$ cat src/rtl/amp_out_discriminator.sv
// amp_out_discriminator
//   Turns the asynchronous op-amp OUT level into one clock-synchronous trigger
//   pulse per qualified rising excursion. A holdoff window follows each pulse,
//   and the input must return low before the next excursion can qualify.
//   Accepted triggers are counted with a saturating counter and a sticky
//   overflow flag.
//
// Ports
//   CLK       system clock, all state on the rising edge
//   RST       synchronous active-high reset
//   AMP_IN    op-amp OUT level, asynchronous to CLK
//   ENABLE    1 = armed; 0 = force IDLE, no triggers
//   CNT_CLR   synchronous clear of EVT_CNT and OVF
//   TRIG_OUT  registered trigger pulse, PULSE_LEN cycles per event
//   BUSY      high in FIRE, HOLDOFF or REARM
//   EVT_CNT   accepted-event count, saturating
//   OVF       sticky, set when an event arrives while EVT_CNT is all ones
module amp_out_discriminator #(
  parameter int unsigned MIN_WIDTH = 3,
  parameter int unsigned PULSE_LEN = 4,
  parameter int unsigned HOLDOFF   = 16,
  parameter int unsigned CNT_W     = 16
) (
  input  logic             CLK,
  input  logic             RST,
  input  logic             AMP_IN,
  input  logic             ENABLE,
  input  logic             CNT_CLR,
  output logic             TRIG_OUT,
  output logic             BUSY,
  output logic [CNT_W-1:0] EVT_CNT,
  output logic             OVF
);

  localparam int unsigned QW = $clog2(MIN_WIDTH + 1);
  localparam int unsigned PW = $clog2(PULSE_LEN + 1);
  localparam int unsigned HW = (HOLDOFF > 0) ? $clog2(HOLDOFF + 1) : 1;

  localparam logic [QW-1:0] QLast = QW'(MIN_WIDTH - 1);
  localparam logic [PW-1:0] PLast = PW'(PULSE_LEN - 1);
  localparam logic [HW-1:0] HLast = (HOLDOFF > 0) ? HW'(HOLDOFF - 1) : '0;

  typedef enum logic [2:0] {
    StIdle,
    StQual,
    StFire,
    StHoldoff,
    StRearm
  } state_e;

  state_e          state_q, state_d;
  logic [QW-1:0]   qcnt_q, qcnt_d;
  logic [PW-1:0]   pcnt_q, pcnt_d;
  logic [HW-1:0]   hcnt_q, hcnt_d;
  logic            s1_q, s_in_q;
  logic            trig_q, busy_q;
  logic [CNT_W-1:0] cnt_q;
  logic            ovf_q;
  logic            fire_evt;

  // Two-flop synchronizer; only s_in_q is used downstream.
  always_ff @(posedge CLK) begin
    if (RST) begin
      s1_q   <= 1'b0;
      s_in_q <= 1'b0;
    end else begin
      s1_q   <= AMP_IN;
      s_in_q <= s1_q;
    end
  end

  always_comb begin
    state_d = state_q;
    qcnt_d  = qcnt_q;
    pcnt_d  = pcnt_q;
    hcnt_d  = hcnt_q;
    if (!ENABLE) begin
      // Disarm truncates any pulse in progress and clears the phase counters.
      state_d = StIdle;
      qcnt_d  = '0;
      pcnt_d  = '0;
      hcnt_d  = '0;
    end else begin
      case (state_q)
        StIdle: begin
          if (s_in_q) begin
            if (MIN_WIDTH == 1) begin
              state_d = StFire;
              pcnt_d  = '0;
            end else begin
              state_d = StQual;
              qcnt_d  = QW'(1);
            end
          end
        end
        StQual: begin
          if (!s_in_q) begin
            state_d = StIdle;
            qcnt_d  = '0;
          end else if (qcnt_q == QLast) begin
            state_d = StFire;
            qcnt_d  = '0;
            pcnt_d  = '0;
          end else begin
            qcnt_d = qcnt_q + QW'(1);
          end
        end
        StFire: begin
          if (pcnt_q == PLast) begin
            pcnt_d  = '0;
            hcnt_d  = '0;
            state_d = (HOLDOFF == 0) ? StRearm : StHoldoff;
          end else begin
            pcnt_d = pcnt_q + PW'(1);
          end
        end
        StHoldoff: begin
          if (hcnt_q == HLast) begin
            hcnt_d  = '0;
            state_d = StRearm;
          end else begin
            hcnt_d = hcnt_q + HW'(1);
          end
        end
        StRearm: begin
          // A level held high past holdoff must drop before re-arming.
          if (!s_in_q) state_d = StIdle;
        end
        default: state_d = StIdle;
      endcase
    end
  end

  assign fire_evt = ((state_q == StIdle) || (state_q == StQual)) && (state_d == StFire);

  always_ff @(posedge CLK) begin
    if (RST) begin
      state_q <= StIdle;
      qcnt_q  <= '0;
      pcnt_q  <= '0;
      hcnt_q  <= '0;
      trig_q  <= 1'b0;
      busy_q  <= 1'b0;
    end else begin
      state_q <= state_d;
      qcnt_q  <= qcnt_d;
      pcnt_q  <= pcnt_d;
      hcnt_q  <= hcnt_d;
      // Outputs decoded from the next state so they are true flop outputs
      // that track state_q exactly.
      trig_q  <= (state_d == StFire);
      busy_q  <= (state_d == StFire) || (state_d == StHoldoff) || (state_d == StRearm);
    end
  end

  always_ff @(posedge CLK) begin
    if (RST) begin
      cnt_q <= '0;
      ovf_q <= 1'b0;
    end else if (CNT_CLR) begin
      // A clear coinciding with an event keeps that event.
      cnt_q <= fire_evt ? CNT_W'(1) : '0;
      ovf_q <= 1'b0;
    end else if (fire_evt) begin
      if (&cnt_q) ovf_q <= 1'b1;
      else        cnt_q <= cnt_q + CNT_W'(1);
    end
  end

  assign TRIG_OUT = trig_q;
  assign BUSY     = busy_q;
  assign EVT_CNT  = cnt_q;
  assign OVF      = ovf_q;

endmodule

$ cat config.mk
export PLATFORM = sky130hd
export DESIGN_NAME = amp_out_discriminator
export DESIGN_NICKNAME = d
export VERILOG_FILES = /design/src/rtl/amp_out_discriminator.sv
export SDC_FILE = /design/constraint.sdc
export NUM_CORES = 1
export LEC_CHECK = 0
export CAP_MARGIN = 20
export CORE_MARGIN = 5
export CORE_UTILIZATION = 53
export DETAILED_ROUTE_END_ITERATION = 10
export HOLD_SLACK_MARGIN = 0.08
export PLACE_DENSITY = 0.78
export SETUP_SLACK_MARGIN = 0.3
export SLEW_MARGIN = 25
export SYNTH_ARGS = -nofsm -noshare
export SYNTH_HDL_FRONTEND = slang
export SYNTH_SLANG_ARGS = --single-unit
$ cat constraint.sdc
create_clock -name CLK -period 2.18 [get_ports CLK]
set_input_delay 0.218 -clock CLK [delete_from_list [all_inputs] [get_ports CLK]]
set_output_delay 0.218 -clock CLK [all_outputs]
set_load 0.02 [all_outputs]
### Word level (Yosys, flattened, before mapping)

Cells that the tools add are included.

* add/subtract/negate cells: 4
* multiply operators: 0
* divide/modulo/power cells: 0
* magnitude comparators: 0
* equal/unequal tests: 15
* shift-type cells: 0
* muxes and demuxes: 23
* bitwise logic cells: 1
* reductions and logical operators: 17

Operators by type and width (number)
* 16-bit 2-to-1 mux: 3
* 3-bit 2-to-1 mux: 10
* 17-bit AND reduction: 1
* 16-bit by 1-bit adder with 16-bit output, second input constant: 1
* 16-bit AND reduction: 1
* 3-bit by 2-bit equality test with 1-bit output, second input constant: 5
* 3-bit one-hot mux with 5 select lines: 1
* 5-bit 2-to-1 mux: 2
* 2-bit != test, second input constant: 5
* 5-bit one-hot mux with 2 select lines: 1
* 2-bit nonzero test: 4
* 3-bit equality test, second input constant: 2
* 2-bit 2-to-1 mux: 3
* 3-bit one-hot mux with 2 select lines: 1
* 2-bit AND reduction: 3
* 5-bit by 1-bit adder with 5-bit output, second input constant: 1
* 5-bit by 4-bit equality test with 1-bit output, second input constant: 1
* 2-bit one-hot mux with 2 select lines: 1
* 2-bit OR reduction: 2
* 3-bit by 1-bit adder with 3-bit output, second input constant: 1
* 3-bit by 1-bit equality test with 1-bit output, second input constant: 1
* 3-bit logical NOT: 1
* 1-bit logical OR: 3
* 3-bit AND reduction: 1
* 5 further kinds: 5

* register bits: 34
* latch bits: 0
* memory bits (writable): 0
* bits in read-only memories: 0
* bits of input ports: 5
* output and inout port bits: 19
* word-level logic and storage cells: 70
* memories: 0

### Logic depth before layout (Yosys ltp)

Gate-level depths: netlist of run 1.

* depth after elaboration: 9
* depth in mapped cells: 8
* mapped depth without buffers: 6

### Worst setup path after synthesis of run 1

No wires, ideal clock.

* path kind: register to register
* from: register cnt_q[5] (netlist: EVT_CNT[5])
* to: register cnt_q[0] (netlist: EVT_CNT[0])
* arrival time: 1.893 ns
* required time: 2.106 ns
* path slack: 0.213 ns
* stages on the path, launching flop included: 7
* path through: dfxtp_1 nand4_1 or4_1 nand2_1 buf_4 o21ai_0 a31oi_1

* cells in the longest elaborated chain, start to end: 3

Ends and longest elaborated chain
* from (decl): RTL line 57 `logic [CNT_W-1:0] cnt_q;`
* from (signal assigned): RTL line 162 `cnt_q <= fire_evt ? CNT_W'(1) : '0;`
* from (signal assigned): RTL line 166 `else cnt_q <= cnt_q + CNT_W'(1);`
* 16-bit AND reduction: RTL line 165 `if (&cnt_q) ovf_q <= 1'b1;`
* 2-bit != test (no line)
* 2-bit AND reduction (no line)

Every way passes these cells.
A chain may end at the register's enable or synchronous reset.

### Worst setup path in the final report of run 1

* from: register cnt_q[0] (netlist: EVT_CNT[0])
* to: register cnt_q[6] (netlist: EVT_CNT[6])

* cells in the longest elaborated chain, start to end: 4
* elaborated cells between the ends (all ways): 7
* those cells by class: add/sub (1); eq/ne (1); mux (3); reduce/logical (2)

Ends and longest elaborated chain
* 16-bit by 1-bit adder with 16-bit output: RTL line 166
* 16-bit 2-to-1 mux: RTL line 165
* 16-bit 2-to-1 mux: RTL line 164 `end else if (fire_evt) begin`
* 16-bit 2-to-1 mux: RTL line 160 `end else if (CNT_CLR) begin`

Parallel ways exist; a longest one is shown, timed or not. The select of a mux whose other input is x is not followed.

==> flow_summary.toml, run 1 <==
[run_status]
status = "complete, no violations"

[floorplanning]
start_util_pct = 54.8
die_w_microns = 66.2
rows = 20
ios = 24
core_area_sq_um = 3050
die_h_microns = 66.2
dieArea_sq_um = 4380

[placement]
dp_hpwl_microns = 3020
placed_area_sq_um = 1990
place.gp.congestion = 0.853
portBuffers = 23

[synthesis]
syn_inst = 199
synth.area.top_cells = "dfxtp_1 41%, a21oi_1 6.0%, o31ai_1 4.9%"
ys_seq_area_share_pct = 40.7
async_reset_ff_share_pct = 0
synth_edf_count = 0
synthDistinctLibCells = 43
syn_nets = 207
synth.avg_cell_area_sq_um = 8.41
synth.largest_area_cell = "dfxtp_1"
synthMuxAreaShare_pct = 0
synth_top_area_share_pct = 40.7
synth_simple_gate_area_share_pct = 31.3
ys_warn_count = 0
netlist_area_sq_um = 1670
synth-seq-cells = 34
ys.flop_type = "dfxtp_1"
synth_compound_area_share_pct = 22.1
synthXorXnorAreaFrac_pct = 0.524
synth_top_family_by_area = "simple AND/OR/NAND/NOR gates"
yosys.area_share.adder_pct = 2.24

[drt]
ant_nets = 0
via_count = 1872
finalWirelength_microns = 5240
drtIter0Drc = 155
viasPerCell = 6.30
firstDrtPassIters = 5
wl_per_cell_microns = 17.6
route.detailed.drc = 0

[layout]
antenna_cells = 0
drive_gt1_share_pct = 31.6
nFillCells = 205
finalInstanceArea_sq_um = 2400
final_cell_mix = "28 x buf_4, 23 x clkdlybuf4s50_1, 18 x a21oi_1"
area_delta_synth_final_pct = 43.5
fin_nets = 260
final_common_cell = "buf_4"

[sta]
fmax_ghz = 0.524
hold_viol_final = 0
tns_ps = 0
holdWs_ps = 410
fin_crit_ps = 1910
maxSlewViolCount = 0
final-setup-viol-count = 0
rsz0062_at_grt = "true"
post-route-period-util_pct = 87.6
slew_headroom_pct = 76.7
tightest_slew_ps = 350
fin_skew_ps = 13.3

[setup_path]
reg2reg_depth = 7
cp_data_arrival_time_ps = 2190
rr_startpoint = "EVT_CNT[0]"
cp_max_fo = 7
startpoint_type = "flop"
timing.rr.end = "EVT_CNT[6]"
end_kind = "flop"
rrSetupSlack_ps = 270
required_ps = 2460
critPathKind = "flop to flop"

[hold_path]
hold_path.startpoint = "AMP_IN"
hold_path_depth = 2
min_path_type = "input port to flop"
hold-path-endpoint = "s1_q"

[global_routing]
grt_antenna_before_repair = 0
grt_max_degree = 15
grt_use_total_pct = 24.5
grt_pass1_wl_microns = 8150
grt.overflow.total = 0
grt_pass1_vias = 1829

[cts]
cts.path.max_buffers = 2
clock-root-buffer = "clkbuf_4"
htreeDepth = 2
worstSkewPairLatency_ps = 350
cts_buffers = 5
holdBufCountCts = 0
clk_pin_slew_ps = 110
tritoncts = "yes"
cts.sinks = 34

[power]
leakagePower_nw = 0.821
ir_drop_mv = 0.302
power_density_nw_per_um2 = 473

[job]
cap_violations = 0
[layout make-up]
cell class / count / area [sq um] / share of cell area (%)
multi-input combinational: 155 / 1080 / 45.0
sequential: 34 / 722 / 30.1
timing repair buffer: 52 / 452 / 18.8
tap: 44 / 55.1 / 2.29
clock buffer: 7 / 45.0 / 1.88
clock inverter: 1 / 30.0 / 1.25
inverter: 4 / 15.0 / 0.626
[through the flow]
step	total power [mW]	worst slack [ps]	util, %	instances
after global placement	0.681	173	65.2	265
after CTS	1.14	302	74.2	289
after global routing	1.18	203	78.6	297
after floorplan	0.663	301	-	199
final	1.14	271	78.6	297
after detailed placement	0.682	58.1	65.2	265
[sequential cells by signal, summed over array words and instances (netlist names)]
register  cells
EVT_CNT      16
hcnt_q        5
pcnt_q        3
state_q       3
qcnt_q        2
BUSY          1
OVF           1
TRIG_OUT      1
s1_q          1
s_in_q        1
[worst max-delay path by stage]
| stage | cells after the start | end | start |
|---|---|---|---|
| CTS | 6 | EVT_CNT[7] | hcnt_q[1] |
| global placement | 5 | EVT_CNT[15] | state_q[0] |
| detailed placement | 5 | EVT_CNT[3] | state_q[0] |
| global route | 7 | EVT_CNT[6] | EVT_CNT[0] |
| finish | 7 | EVT_CNT[6] | EVT_CNT[0] |
| floorplan | 6 | EVT_CNT[15] | hcnt_q[0] |
[per-layer routing]
layer / share of wire, % / up-vias / global-route usage [%]
met4: 4.1 / 0 / 15.2
met2: 51 / 92 / 42.5
li1: - / 861 / -
met3: 6.0 / 30 / 5.44
met5: 0 / - / 0
met1: 39 / 889 / 26.6
[report_power, final]
group	internal [mW]	switching [mW]
Combinational	0.0218	0.0286
Clock	0.243	0.224
Sequential	0.615	0.00353
Total	0.880	0.256
[synth_stat cells (2+ instances only)]
| master | instances |
|---|---|
| dfxtp_1 | 34 |
| a21oi_1 | 20 |
| nand2_1 | 18 |
| nor2_1 | 16 |
| o31ai_1 | 11 |
| o21ai_0 | 10 |
| nand4_1 | 8 |
| or4_1 | 8 |
| or3_1 | 7 |
| nand3_1 | 6 |
| nor2b_1 | 5 |
| clkbuf_1 | 4 |
| inv_1 | 4 |
| a22oi_1 | 3 |
| ha_1 | 3 |
| nand2b_1 | 3 |
| nor3_1 | 3 |
| nor4_1 | 3 |
| a31oi_1 | 2 |
| and3_1 | 2 |
| and3b_1 | 2 |
| buf_2 | 2 |
| nor3b_4 | 2 |
| o211a_1 | 2 |
| o211ai_1 | 2 |
| or2_2 | 2 |
[worst max-delay path, stage by stage (launching register included)]
cell	delay, ps
dfxtp_4	380
ha_4	170
nand4_1	200
or4_4	190
nand2_2	80
buf_4	170
or4_4	520
a21oi_2	140
[cells by family after synthesis]
family	count (synthesis)
xor+xnor	1
fa+ha+maj	3
flops	34
buf+inv	12
compound gates	58
simple gates	91
[timing repair]
item,4_1_cts,5_1_grt
endpoints found under the hold margin,0,0
pin swaps,10,13
buffers inserted,14,7
endpoints found under the setup margin,16,15
cloned,2,1
gates resized for setup,24,28
(Power assumes the default switching activity.)
==> inputs of run 2 (changes only) <==
--- a/config.mk
+++ b/config.mk
@@ -7,10 +7,11 @@
 export LEC_CHECK = 0
 export CAP_MARGIN = 20
 export CORE_MARGIN = 5
-export CORE_UTILIZATION = 53
+export CORE_UTILIZATION = 55
+export CTS_BUF_LIST = sky130_fd_sc_hd__clkbuf_8
 export DETAILED_ROUTE_END_ITERATION = 10
 export HOLD_SLACK_MARGIN = 0.08
-export PLACE_DENSITY = 0.78
+export PLACE_DENSITY = 0.8
 export SETUP_SLACK_MARGIN = 0.3
 export SLEW_MARGIN = 25
 export SYNTH_ARGS = -nofsm -noshare
==> run 2 against run 1 <==
Global-route usage rose by 0.64 points. Core utilization rose by 1.5 points. Sequential share of layout area fell by 0.089 points. Largest power group unchanged.
==> flow_summary.toml, run 2 (synthesis results as in run 1) <==
[global_routing]
grt_use_met3_pct = 6.32
grt.overflow.total = 0
gr-usage-met2_pct = 42.3
busiest_layer = "met2"
use_met1_pct = 28.8
grt_max_degree = 19
grt_pass1_wl_microns = 8270
grt_pass1_vias = 1757
grt_antenna_before_repair = 0
grt_use_total_pct = 25.1

[run_status]
status = "complete, no violations"

[drt]
ant_nets = 0
via_count = 1882
firstDrtPassIters = 4
wl_per_cell_microns = 18.8
drtIter0Drc = 176
viasPerCell = 6.63
finalWirelength_microns = 5330
route.detailed.drc = 0

[power]
power_frac_clock_pct = 40.6
power_frac_comb_pct = 4.4
ir_drop_mv = 0.355
swShare_pct = 21.9
p_sw_mw = 0.247
leakagePower_nw = 0.831
power_density_nw_per_um2 = 471
p_seq_share_pct = 55.0
internal_power_mw = 0.878

[cts]
clk_pin_slew_ps = 70
cts_buffers = 5
htreeDepth = 2
holdBufCountCts = 0
cts.path.max_buffers = 2
tritoncts = "yes"
clock-root-buffer = "clkbuf_8"
cts.sinks = 34
worstSkewPairLatency_ps = 290

[layout]
area_delta_synth_final_pct = 42.6
drive_gt1_share_pct = 28.7
fin_nets = 260
final_cell_mix = "26 x buf_4, 23 x clkdlybuf4s50_1, 20 x dfxtp_1"
largest_register_ffs = 16
layoutNonFillerInstCount = 284
antenna_cells = 0
nFillCells = 196
final_common_cell = "buf_4"

[sta]
post-route-period-util_pct = 86.9
tns_ps = 0
rsz0062_at_grt = "true"
slew_headroom_pct = 75.0
fin_crit_ps = 1890
maxSlewViolCount = 0
tightest_slew_ps = 371
hold_viol_final = 0
fin_skew_ps = 5.04
fmax_ghz = 0.528
final-setup-viol-count = 0

[floorplanning]
dieArea_sq_um = 4240
die_w_microns = 65.2
start_util_pct = 56.2
core_area_sq_um = 2980
die_h_microns = 65.2
ios = 24
rows = 20

[placement]
place.gp.congestion = 0.830
dp_cells = 252
portBuffers = 23
dp_hpwl_microns = 2980

[setup_path]
crit_slowest_cell = "a2111o_1"
required_ps = 2340
rrSetupSlack_ps = 290
cp_max_fo = 4
end_kind = "flop"
crit_path_max_incr_delay_ps = 430
cp_data_arrival_time_ps = 2050
startpoint_type = "flop"
crit_chain = "ha_4 > and4b_1 > nand2b_4 > buf_4 > a2111o_1 > o21ai_0 > a21oi_1"
critPathKind = "flop to flop"

[hold_path]
min_path_type = "flop to flop"

[job]
cap_violations = 0
## run 2: power groups by stage
stage	Combinational [mW]	Clock [mW]	Sequential, mW
finish	0.0493	0.457	0.619
global route	0.0516	0.503	0.618
CTS	0.0441	0.462	0.624
detailed placement	0.0388	0	0.640
global placement	0.0377	0	0.640
floorplan	0.0236	0	0.639
## run 2: cell type report
| class | count | area, sq um | share of cell area [%] |
|---|---|---|---|
| timing repair buffer | 51 | 448 | 18.8 |
| inverter | 4 | 15.0 | 0.629 |
| clock buffer | 6 | 82.6 | 3.46 |
| multi-input combinational | 156 | 1080 | 45.4 |
| sequential | 34 | 716 | 30.0 |
| tap | 33 | 41.3 | 1.73 |
## run 2: critical path: cells and delay by family (launching register included)
| kind | cells | cell delay (ps) |
|---|---|---|
| fa+ha+maj | 1 | 160 |
| compound gates | 3 | 740 |
| flops | 1 | 360 |
| buf+inv | 1 | 150 |
| simple gates | 2 | 360 |
## run 2: worst paths after layout
check | from | endpoint | cells after the start
worst min register to register | s1_q | s_in_q | 1
worst min-delay path | s1_q | s_in_q | 1
worst max register to register | hcnt_q[1] | EVT_CNT[9] | 7
worst max-delay path | hcnt_q[1] | EVT_CNT[9] | 7
## run 2: through the flow
stage	util (%)	hold slack, ps	setup WS, ps	area, sq um	power, mW
3_3_place_gp	65.9	427	137	1960	0.677
5_1_grt	80.1	462	239	2390	1.17
2_1_floorplan	-	346	301	1690	0.663
4_1_cts	74.9	451	275	2230	1.13
3_5_place_dp	65.9	440	3.43	1960	0.679
6_report	80.1	445	286	2390	1.12
## run 2: timing repair
action                                  CTS  global route
resized for setup                        21            22
pin swaps                                 7            14
gates cloned                              2             1
endpoints found under the setup margin   16            16
buffers inserted                         14             9
## run 2: layer usage
metal  vias to the layer above  wire (microns)
li1                        864               -
met1                       888            1990
met2                       106            2770
met3                        24             414
met4                         0             159
met5                         -               0
==> inputs of run 3 (changes only) <==
--- a/config.mk
+++ b/config.mk
@@ -6,13 +6,13 @@
 export NUM_CORES = 1
 export LEC_CHECK = 0
 export CAP_MARGIN = 20
-export CORE_MARGIN = 5
 export CORE_UTILIZATION = 55
 export CTS_BUF_LIST = sky130_fd_sc_hd__clkbuf_8
 export DETAILED_ROUTE_END_ITERATION = 10
 export HOLD_SLACK_MARGIN = 0.08
 export PLACE_DENSITY = 0.8
 export SETUP_SLACK_MARGIN = 0.3
+export SKIP_CTS_REPAIR_TIMING = 1
 export SLEW_MARGIN = 25
 export SYNTH_ARGS = -nofsm -noshare
 export SYNTH_HDL_FRONTEND = slang
==> run 3 against run 2 <==
The run now ends with DRC left. Power up 7.9%. Design area shrank 7.4%. Sequential power grew 0.6%. Cell count fell by 6.0%. Clock skew shrank 0.84 ps. Clock power up 20%. Global-route usage up 3.1 points. Critical path depth is 1 lower. Combinational power down 11%. Die area is 23% lower. Critical endpoint is now EVT_CNT[13]. Largest power group unchanged. Highest routed layer unchanged.
==> flow_summary.toml, run 3 (synthesis results as in run 1) <==
[floorplanning]
rows = 19
start_util_pct = 59.1
die_h_microns = 57.2
dieArea_sq_um = 3270
die_w_microns = 57.2
core_area_sq_um = 2830
ios = 24

[sta]
fin_skew_ps = 4.20
post-route-period-util_pct = 88.8
final-setup-viol-count = 0
slew_headroom_pct = 70.0
tns_ps = 0
rsz0062_at_grt = "true"
tightest_slew_ps = 450
hold_viol_final = 0
fin_crit_ps = 1930
fmax_ghz = 0.517
maxSlewViolCount = 0

[hold_path]
hold_path.startpoint = "s1_q"
hold_path_depth = 1
min_path_type = "flop to flop"

[global_routing]
grt_antenna_before_repair = 0
grt_max_degree = 24
grt_pass1_wl_microns = 7010
grt.overflow.total = 0
grt_pass1_vias = 1540
grt_use_total_pct = 28.2

[drt]
viasPerCell = 6.58
firstDrtPassIters = 8
route.detailed.drc = 2
wl_per_cell_microns = 17.0
via_count = 1758
drtIter0Drc = 146
finalWirelength_microns = 4550
ant_nets = 0

[setup_path]
end_kind = "flop"
critPathLaunch = "hcnt_q[0]"
critPathKind = "flop to flop"
reg2reg_depth = 6
rrSetupSlack_ps = 250
startpoint_type = "flop"
rr_startpoint = "hcnt_q[0]"
timing.rr.end = "EVT_CNT[13]"
required_ps = 2410
cp_data_arrival_time_ps = 2160
cp_max_fo = 7
crit_end = "EVT_CNT[13]"

[layout]
multi_input_area_sq_um = 1020
antenna_cells = 0
final_cell_mix = "23 x clkdlybuf4s50_1, 22 x dfxtp_1, 19 x a21oi_1"
layoutNonFillerInstCount = 267
final_common_cell = "clkdlybuf4s50_1"
seq_area_sq_um = 703
fin_nets = 243
drive_gt1_share_pct = 21.6
largest_register_ffs = 16
area_delta_synth_final_pct = 32.0
nFillCells = 200

[run_status]
status = "finished with violations"
failed_checks = "DRC"

[power]
internal_power_mw = 0.956
p_sw_mw = 0.259
power_density_nw_per_um2 = 550
ir_drop_mv = 0.373
leakagePower_nw = 0.723
swShare_pct = 21.3
power_frac_comb_pct = 3.6
p_seq_share_pct = 51.3
power_frac_clock_pct = 45.1

[job]
cap_violations = 0

[cts]
cts.path.max_buffers = 2
clock-root-buffer = "clkbuf_8"
clk_pin_slew_ps = 70
cts_buffers = 5
htreeDepth = 2
cts.sinks = 34
worstSkewPairLatency_ps = 290
tritoncts = "yes"

[placement]
place.gp.congestion = 0.896
portBuffers = 23
dp_cells = 251
dp_hpwl_microns = 2810
[run 3: cell count changes in the layout (fill, tap and decap cells not counted), moves of 2 or more]
cell,delta
nand2_4,-2
dfxtp_1,+2
clkbuf_8,+2
buf_4,-15
dfxtp_4,-4
dfxtp_2,+2
[run 3: power by group through the flow]
stage	clock (mW)	sequential, mW	combinational (mW)
after floorplan	0	0.639	0.0236
after global placement	0	0.640	0.0389
after detailed placement	0	0.640	0.0401
after CTS	0.549	0.626	0.0410
after global routing	0.583	0.623	0.0474
final	0.548	0.623	0.0437
[run 3: cell type report]
class                      instances  area share (%)
multi-input combinational        155            46.1
sequential                        34            31.8
timing repair buffer              35            14.7
clock buffer                       8            4.99
tap                               31            1.76
inverter                           4           0.680
[run 3: worst min-delay path by stage]
stage               slack, ps  endpoint
detailed placement        440    s_in_q
global placement          420    s_in_q
floorplan                 350      s1_q
CTS                       450    s_in_q
global route              470    s_in_q
finish                    450    s_in_q
[run 3: metrics by stage]
stage / utilization [%] / setup slack [ps] / power (mW) / hold slack (ps) / cell area, sq um
finish: 78.1 / 245 / 1.21 / 447 / 2210
global route: 78.1 / 129 / 1.25 / 470 / 2210
CTS: 73.5 / 31.6 / 1.22 / 451 / 2080
detailed placement: 69.6 / 66.8 / 0.680 / 436 / 1970
global placement: 69.6 / 144 / 0.679 / 417 / 1970
floorplan: - / 301 / 0.663 / 346 / 1690
[run 3: routing by layer]
layer	global-route usage [%]	wire (microns)	vias up	share of wire (%)
met5	0	0	-	0
met4	13.2	116	0	2.6
met3	7.26	259	16	5.7
met2	48.2	2270	71	50
met1	33.2	1900	844	42
li1	-	-	827	-
[run 3: critical path, cell delays in order (launching register included)]
cell and delay (ps):
dfxtp_4 360, ha_4 160, and4b_2 220, nand2b_4 180, a2111o_1 440, or3_4 390
a21oi_2 110
